==> src/rtl/interrupt_pending_latch_pkg.sv <==
// Shared definitions for the interrupt pending latch: line count, mask reset value
// and service FSM state encoding.
package interrupt_pending_latch_pkg;

   localparam int NUM_LINES = 4;
   localparam logic [NUM_LINES-1:0] MASK_RST = 4'b1111;

   typedef enum logic [1:0] {
      ST_IDLE    = 2'd0,
      ST_PRESENT = 2'd1,
      ST_SETTLE  = 2'd2
   } svc_state_t;

endpackage

==> src/rtl/interrupt_pending_latch_if.sv <==
// Request/mask/acknowledge bus of the interrupt pending latch.
// The slave modport is the latch; the master modport is the requester/consumer side.
interface interrupt_pending_latch_if;
   import interrupt_pending_latch_pkg::*;

   logic [NUM_LINES-1:0] req;
   logic                 mask_wr;
   logic [NUM_LINES-1:0] mask_in;
   logic                 ack;
   logic [1:0]           ack_idx;
   logic                 ovf_clr;
   logic [NUM_LINES-1:0] pend;
   logic                 irq;
   logic [NUM_LINES-1:0] ovf;

   modport master (
      output req, mask_wr, mask_in, ack, ack_idx, ovf_clr,
      input  pend, irq, ovf
   );

   modport slave (
      input  req, mask_wr, mask_in, ack, ack_idx, ovf_clr,
      output pend, irq, ovf
   );

endinterface

==> src/rtl/interrupt_pending_latch_req_sync.sv <==
// Multi-flop synchronizer for one asynchronous request line.
// SYNC_STAGES is 2 or 3; the output is the last flop of the chain.
module req_sync #(
   parameter int SYNC_STAGES = 2
) (
   input  logic clk,
   input  logic rst_n,
   input  logic i_d,
   output logic o_q
);

   logic [SYNC_STAGES-1:0] r_sync;

   // Shift the raw line through the synchronizer chain
   always_ff @(posedge clk or negedge rst_n) begin
      if (!rst_n) begin
         r_sync <= '0;
      end else begin
         r_sync <= {r_sync[SYNC_STAGES-2:0], i_d};
      end
   end

   assign o_q = r_sync[SYNC_STAGES-1];

endmodule

==> src/rtl/interrupt_pending_latch.sv <==
// Synchronizes four request lines, latches their rising edges as pending bits and
// presents them through a mask to a service FSM. Optional PENDING_OVERFLOW_EN adds sticky overflow flags.
module interrupt_pending_latch
   import interrupt_pending_latch_pkg::*;
#(
   parameter int SYNC_STAGES = 2
) (
   input  logic                        clk,
   input  logic                        rst_n,
   interrupt_pending_latch_if.slave    bus
);

   logic [NUM_LINES-1:0] w_sync;
   logic [NUM_LINES-1:0] w_edge;
   logic [NUM_LINES-1:0] w_clr;
   logic [NUM_LINES-1:0] w_pending_nxt;
   logic [NUM_LINES-1:0] w_pend;
   logic                 w_ack_ok;

   logic [NUM_LINES-1:0] r_prev;
   logic [NUM_LINES-1:0] r_edge;
   logic [NUM_LINES-1:0] r_pending;
   logic [NUM_LINES-1:0] r_mask;
   svc_state_t           r_state;
   logic                 r_irq;

   for (genvar g = 0; g < NUM_LINES; g++) begin : g_sync
      req_sync #(
         .SYNC_STAGES (SYNC_STAGES)
      ) u_req_sync (
         .clk   (clk),
         .rst_n (rst_n),
         .i_d   (bus.req[g]),
         .o_q   (w_sync[g])
      );
   end

   // Edge detect, ack decode and next pending value; a registered edge beats a same-cycle clear
   always_comb begin
      w_edge   = w_sync & ~r_prev;
      w_ack_ok = 1'b0;
      w_clr    = 4'b0000;
      if ((r_state == ST_PRESENT) && bus.ack) begin
         w_ack_ok = 1'b1;
         w_clr    = 4'b0001 << bus.ack_idx;
      end else begin
         w_ack_ok = 1'b0;
         w_clr    = 4'b0000;
      end
      w_pending_nxt = (r_pending & ~w_clr) | r_edge;
   end

   assign w_pend   = r_pending & r_mask;
   assign bus.pend = w_pend;
   assign bus.irq  = r_irq;

   // Edge flops, pending accumulator and mask register
   always_ff @(posedge clk or negedge rst_n) begin
      if (!rst_n) begin
         r_prev    <= 4'b0000;
         r_edge    <= 4'b0000;
         r_pending <= 4'b0000;
         r_mask    <= MASK_RST;
      end else begin
         r_prev    <= w_sync;
         r_edge    <= w_edge;
         r_pending <= w_pending_nxt;
         if (bus.mask_wr) begin
            r_mask <= bus.mask_in;
         end else begin
            r_mask <= r_mask;
         end
      end
   end

   // Service FSM with registered irq, high only while a request is presented
   always_ff @(posedge clk or negedge rst_n) begin
      if (!rst_n) begin
         r_state <= ST_IDLE;
         r_irq   <= 1'b0;
      end else begin
         case (r_state)
            ST_IDLE: begin
               if (w_pend != 4'b0000) begin
                  r_state <= ST_PRESENT;
                  r_irq   <= 1'b1;
               end else begin
                  r_state <= ST_IDLE;
                  r_irq   <= 1'b0;
               end
            end
            ST_PRESENT: begin
               if (w_ack_ok) begin
                  r_state <= ST_SETTLE;
                  r_irq   <= 1'b0;
               end else if (w_pend == 4'b0000) begin
                  r_state <= ST_IDLE;
                  r_irq   <= 1'b0;
               end else begin
                  r_state <= ST_PRESENT;
                  r_irq   <= 1'b1;
               end
            end
            ST_SETTLE: begin
               if (w_pend != 4'b0000) begin
                  r_state <= ST_PRESENT;
                  r_irq   <= 1'b1;
               end else begin
                  r_state <= ST_IDLE;
                  r_irq   <= 1'b0;
               end
            end
            default: begin
               r_state <= ST_IDLE;
               r_irq   <= 1'b0;
            end
         endcase
      end
   end

`ifdef PENDING_OVERFLOW_EN
   logic [NUM_LINES-1:0] w_ovf_set;
   logic [NUM_LINES-1:0] r_ovf;

   assign w_ovf_set = r_edge & r_pending & ~w_clr;

   // Sticky overflow flags; an overflow in the clearing cycle is still recorded
   always_ff @(posedge clk or negedge rst_n) begin
      if (!rst_n) begin
         r_ovf <= 4'b0000;
      end else if (bus.ovf_clr) begin
         r_ovf <= w_ovf_set;
      end else begin
         r_ovf <= r_ovf | w_ovf_set;
      end
   end

   assign bus.ovf = r_ovf;
`else
   assign bus.ovf = 4'b0000;
`endif

endmodule

==> src/flat_wrapper.sv <==
// flat-port wrapper written by rule: the top's interface ports become plain ports
module interrupt_pending_latch_flat import interrupt_pending_latch_pkg::*;
#(
   parameter int SYNC_STAGES = 2
)
  (clk, rst_n, bus_req, bus_mask_wr, bus_mask_in, bus_ack, bus_ack_idx, bus_ovf_clr, bus_pend, bus_irq, bus_ovf);
  interrupt_pending_latch_if bus_i ();
  input  logic clk;
  input  logic rst_n;
  input wire logic [$bits(bus_i.req)-1:0] bus_req;
  input wire logic [$bits(bus_i.mask_wr)-1:0] bus_mask_wr;
  input wire logic [$bits(bus_i.mask_in)-1:0] bus_mask_in;
  input wire logic [$bits(bus_i.ack)-1:0] bus_ack;
  input wire logic [$bits(bus_i.ack_idx)-1:0] bus_ack_idx;
  input wire logic [$bits(bus_i.ovf_clr)-1:0] bus_ovf_clr;
  output wire logic [$bits(bus_i.pend)-1:0] bus_pend;
  output wire logic [$bits(bus_i.irq)-1:0] bus_irq;
  output wire logic [$bits(bus_i.ovf)-1:0] bus_ovf;
  assign bus_i.req = bus_req;
  assign bus_i.mask_wr = bus_mask_wr;
  assign bus_i.mask_in = bus_mask_in;
  assign bus_i.ack = bus_ack;
  assign bus_i.ack_idx = bus_ack_idx;
  assign bus_i.ovf_clr = bus_ovf_clr;
  assign bus_pend = bus_i.pend;
  assign bus_irq = bus_i.irq;
  assign bus_ovf = bus_i.ovf;
  interrupt_pending_latch #(.SYNC_STAGES(SYNC_STAGES)) u_core (.clk(clk), .rst_n(rst_n), .bus(bus_i));
endmodule
==> config.mk <==
export PLATFORM = sky130hd
export DESIGN_NAME = interrupt_pending_latch_flat
export DESIGN_NICKNAME = d
export VERILOG_FILES = /design/src/rtl/interrupt_pending_latch_pkg.sv /design/src/rtl/interrupt_pending_latch_if.sv /design/src/rtl/interrupt_pending_latch_req_sync.sv /design/src/rtl/interrupt_pending_latch.sv /design/src/flat_wrapper.sv
export SDC_FILE = /design/constraint.sdc
export NUM_CORES = 1
export LEC_CHECK = 0
export ABC_CLOCK_PERIOD_IN_PS = 1250
export CORE_MARGIN = 5
export CORE_UTILIZATION = 45
export CTS_CLUSTER_DIAMETER = 200
export CTS_CLUSTER_SIZE = 24
export DETAILED_ROUTE_END_ITERATION = 6
export GPL_TIMING_DRIVEN = 0
export HOLD_SLACK_MARGIN = 0.12
export PLACE_DENSITY = 0.82
export SYNTH_ARGS = -nofsm -noshare
export SYNTH_HDL_FRONTEND = slang
export SYNTH_SLANG_ARGS = --single-unit
==> constraint.sdc <==
create_clock -name clk -period 1.25 [get_ports clk]
set_input_delay 0.1875 -clock clk [delete_from_list [all_inputs] [get_ports clk]]
set_output_delay 0.1875 -clock clk [all_outputs]
set_load 0.02 [all_outputs]
* After elaboration in Yosys (flattened, before gate mapping)
Index checks and enable logic that the tools add are counted.
** Storage, ports and cells
- Logic and storage cells :: 34
- Register bits after elaboration :: 27
- Bits of input ports :: 15
- Output and inout port bits :: 9
** Operators by class
- Reductions and logical operators :: 5
- Bitwise operators :: 6
- Muxes and demuxes :: 10
- Shift operators :: 1
- Equality and inequality tests :: 2
** Operator list (number)
- AND 4 bit :: 3
- NOT 4 bit :: 2
- 2-to-1 mux 1 bit :: 6
- zero test 4 bit :: 1
- 2-to-1 mux 4 bit :: 1
- OR 4 bit :: 1
- case mux 2 bit (2 select lines) :: 1
- nonzero test 4 bit :: 1
- left shift 1 x 2 -> 4 bit (first input constant) :: 1
- == test 2 x 1 -> 1 bit (second input constant) :: 1
- == test 2 bit (second input constant) :: 1
- zero test 2 bit :: 1
- 2-to-1 mux 2 bit :: 1
- case mux 1 bit (2 select lines) :: 1
- OR reduction 2 bit :: 1
- logical AND 1 bit :: 1

* Longest topological paths before layout
- Depth in word-level cells :: 6
- Mapped depth :: 2
- Depth with buffers taken out :: 2

* Cells and area by module
A second synthesis with hierarchy kept.
** Second synthesis, totals
- Cell total of the unflattened synthesis :: 61
- Area total of the unflattened synthesis :: 885.8 um^2
** By module, submodules not included
- interrupt_pending_latch :: seq. area each 455.4 um^2, instances 1, cells an instance 53, area an instance 685.7 um^2
- req_sync :: seq. area each 50.0 um^2, instances 4, cells an instance 2, area an instance 50.0 um^2

* Worst setup path after synthesis
Ideal clock, no wire load.
- Path type :: flip-flop to flip-flop
- Start :: reg u_core.r_mask[1]
- End :: reg u_core.r_state[0]
- Path buffers :: 0
- Arrival time :: 0.967 ns
- Setup slack :: 0.154 ns
- Clock period less this slack :: 1.096 ns
- Setup time :: 0.129 ns
- Data required time :: 1.121 ns
- Cell stages (with the launch flop) :: 3
- Path through :: dfstp_2 and2_1 o41a_1
** On the way
- Longest elaborated chain between the ends :: 5
- Elaborated cells between the ends (all ways) :: 7
- Classes of those cells :: 4 x mux; 1 x bitwise; 2 x reduce/logical
** Ends and longest elaborated chain
- start, declared :: RTL line interrupt_pending_latch.sv:23 : logic [NUM_LINES-1:0] r_mask;
- start signal, assigned :: RTL line interrupt_pending_latch.sv:69 : r_mask <= bus.mask_in;
- start signal, assigned :: RTL line interrupt_pending_latch.sv:71 : r_mask <= r_mask;
- AND 4 bit (*) :: RTL line interrupt_pending_latch.sv:53 : assign w_pend = r_pending & r_mask;
- via bus_pend[1] :: RTL line flat_wrapper.sv:16 : output wire logic [$bits(bus_i.pend)-1:0] bus_pend;
- zero test 4 bit :: RTL line interrupt_pending_latch.sv:96 : end else if (w_pend == 4'b0000) begin
- 2-to-1 mux 1 bit :: RTL line interrupt_pending_latch.sv:96
- 2-to-1 mux 2 bit :: RTL line interrupt_pending_latch.sv:93 : if (w_ack_ok) begin
- case mux 2 bit (2 select lines) (*) :: RTL line interrupt_pending_latch.sv:82 : case (r_state)
- end signal, assigned :: RTL line interrupt_pending_latch.sv:85 : r_state <= ST_PRESENT;
- end signal, assigned :: RTL line interrupt_pending_latch.sv:94 : r_state <= ST_SETTLE;
- end signal, assigned :: RTL line interrupt_pending_latch.sv:97 : r_state <= ST_IDLE;
- end, declared :: RTL line interrupt_pending_latch.sv:24 : svc_state_t r_state;
The timed path passes the listed nets; every way through them passes the cells marked *.
A chain may end at the register's enable or synchronous reset.

* Final worst setup path
- Start :: reg u_core.r_mask[1]
- End :: out bus_pend[1]
** On the way
- Longest elaborated chain between the ends :: 1
** Ends and longest elaborated chain (RTL line)
- AND 4 bit :: interrupt_pending_latch.sv:53
- end, declared :: flat_wrapper.sv:16
Every way passes these cells.

==> flow_summary_export.csv <==
group,metric,value,unit
setup_path,crit_path_max_incr_delay,0.56,ns
synth,async_flop_share,1.00,
timing,setup_viol_count_final,5,
drt,wl_per_cell,12.6,µm
floorplanning,die_area,0.00296,mm²
floorplanning,fp.dieH,54.4,µm
timing,skew,0.00918,ns
placed_design,dp_slack,-0.276,ns
timing,whs,0.0446,ns
setup_path,crit_buf_inv,1,
timing,worst_slack,-0.0739,ns
timing,post-route-min-period,1.32,ns
drt,via_count,533,
setup_path,endpoint_kind,"output port",
final_layout,final_nets,107,
setup_path,rr_startpoint,"u_core.r_pending[1]$_DFF_PN0_",
final_layout,design_area,0.00123,mm²
final_layout,drive_gt1_frac,0.341,
global_route,grt_overflow_total,0,
timing,final_max_slew_viol_count,0,
floorplanning,die_w,54.4,µm
synth,yosysMostFrequentCell,"dfrtp_1",
timing,period_share,1.06,
synth,synth_ff_type,"dfrtp_1",
floorplanning,fp-row-count,16,
synth,synth_cell_types,17,
setup_path,crit_family,"flip-flops",
clocking,clk_latency,0.32,ns
synth,synth_area,887,µm²
clocking,cts_max_level,1,
global_route,grt_antenna_before_repair,0,
clocking,cts_max_path_buffers,2,
drt,drc,0,
synth,yosys.area.top_type,"dfrtp_1",
final_layout,final_util,0.638,
setup_path,start_kind,"register",
placed_design,dp_hpwl,1080,µm
global_route,grt_max_degree,27,
synth,synth_edf_count,0,
synth,synth-seq-area-share,0.739,
placed_design,placed_area,0.00111,mm²
timing,clock.fmax,0.755,GHz
synth,synth_warnings,0,
global_route,first_global_vias,503,
global_route,grt_util_all_layers,0.108,
setup_path,crit_arrival,1.14,ns
timing,fin_setup_tns,-0.284,ns
floorplanning,io_pins,24,
setup_path,required,1.06,ns
global_route,grt_pass1_wl,2190,µm
synth,synth_area_per_cell,14.8,µm²
final_layout,nFillCells,155,
clocking,cts_tree,"yes",
clocking,cts.clk_slew.worst_paths,0.14,ns
clocking,clock-sinks,26,
final_layout,antennaDiodeCount,0,
power,ir_worst_vdd,0.711,mV
run_status,status,"complete, but fails checks",
synth,netlist_instances,60,
clocking,cts_made_buffers,3,
timing,final_hold_viol_count,0,
setup_path,critPathLaunch,"u_core.r_mask[1]$_DFFE_PN1P_",
placed_design,io_buffers,18,
power,leakage,0.562,nW
setup_path,path_max_fanout,2,
worst_hold_path,hold_path.class,"in -> async",
final_layout,syn_to_final_growth,38.2,%
timing,rsz0062_at_grt,"yes",
synth,synth_top_area_frac,0.621,
final_layout,multi_input_area,213,µm²
drt,drt_wl_total,1480,µm
final_layout,register_area,656,µm²
setup_path,crit_path_cell_trace,"and2_4, buf_6",
synth,synthTopCellsByCount,"22 x dfrtp_1, 6 x nor2_1",
drt,drt_iter0_drc,5,
drt,vias_per_cell,4.52,
timing,worst_slew_pin_slew,1.08,ns
floorplanning,core,0.00192,mm²
synth,synth.area.top_cells,"dfrtp_1 62%, dfstp_2 12%, mux2_2 5.1%, buf_4 3.4%, nor2b_1 2.8%",
drt,final_antenna_net_count,0,
clocking,cts_root_buffer,"clkbuf_4",
setup_path,critPathKind,"reg -> out",
run_status,violations,"setup timing",
floorplanning,initial_utilization,0.462,
setup_path,cp_slowest_cell,"dfstp_2",
run,drv_cap,0,
timing,slew-limit-headroom,0.278,
power,power_density,1570,mW/mm²
placed_design,routabilityCongestion,0.684,
clocking,hold_buffers,0,
synth,synth-seq-cells,26,
drt,detail_route.first_pass.iterations,4,
## state kept, by name (all words and copies together) (netlist names)
name / flops
u_core.g_sync.u_req_sync.r_sync: 8
u_core.r_state: 2
u_core.r_edge: 4
u_core.r_prev: 4
u_core.r_pending: 4
u_core.r_mask: 4
## timing repair
item,in CTS,in global routing
pin swaps,2,0
setup buffers,3,3
gates resized for setup,30,1
setup endpoints to repair,5,27
## cell type report
class | instances | area share
Sequential cell | 26 | 0.535
Timing Repair Buffer | 24 | 0.191
Multi-Input combinational cell | 31 | 0.173
Tap cell | 27 | 0.0276
Clock inverter | 1 | 0.0245
Buffer | 4 | 0.0245
Clock buffer | 3 | 0.0184
Inverter | 2 | 0.00612
## report_power, final
part | switching (mW) | leakage, nW | internal (mW)
Clock | 0.236 | 0.0279 | 0.324
Sequential | 0.0418 | 0.296 | 0.932
Combinational | 0.161 | 0.237 | 0.225
## metrics by stage
step,instances,power [mW]
floorplan,63,1.14
global placement,108,1.28
detailed placement,108,1.30
CTS,115,1.90
global route,118,2.00
finish,118,1.92
## placed cells by master, fill, tap and decap left out, drive strengths merged, types with 3 or more instances in the layout
master	netlist	final
dfstp	4	4
buf	4	14
mux2	4	4
clkbuf	0	3
clkdlybuf4s50	0	12
and2	4	4
conb	1	4
nor2b	4	4
dfrtp	22	22
nor2	6	6
## final timing paths
check / endpoint / slack, ns / depth (start not counted)
worst max register to register: u_core.r_state[0]$_DFF_PN0_ / -0.07 / 4
max in group asynchronous: u_core.g_sync[2].u_req_sync.r_sync[1]$_DFF_PN0_ / 0.55 / 1
worst min register to register: u_core.g_sync[2].u_req_sync.r_sync[1]$_DFF_PN0_ / 0.37 / 0
min in group clk: u_core.g_sync[0].u_req_sync.r_sync[0]$_DFF_PN0_ / 0.29 / 1
worst min-delay path: u_core.r_state[0]$_DFF_PN0_ / 0.04 / 1
worst max-delay path: bus_pend[1] / -0.07 / 2
## layer usage
| metal | wire length [µm] | up-vias | global-route usage |
|---|---|---|---|
| li1 | - | 253 | - |
| met1 | 612 | 256 | 0.114 |
| met4 | 19 | 0 | 0.0498 |
| met2 | 684 | 22 | 0.187 |
| met3 | 165 | 2 | 0.0409 |
| met5 | 0 | - | 0 |
## cell families (layout without fill, tap and decap cells)
family	after synthesis	count (layout)	share of synthesized area
AOI/OAI and AO/OA	6	6	0.0437
buffers and inverters	6	34	0.0423
other	1	4	0.00423
muxes	4	4	0.0508
DFF	26	26	0.739
and+or+nand+nor	17	17	0.120
No activity file was read; power rests on OpenSTA's default activity.
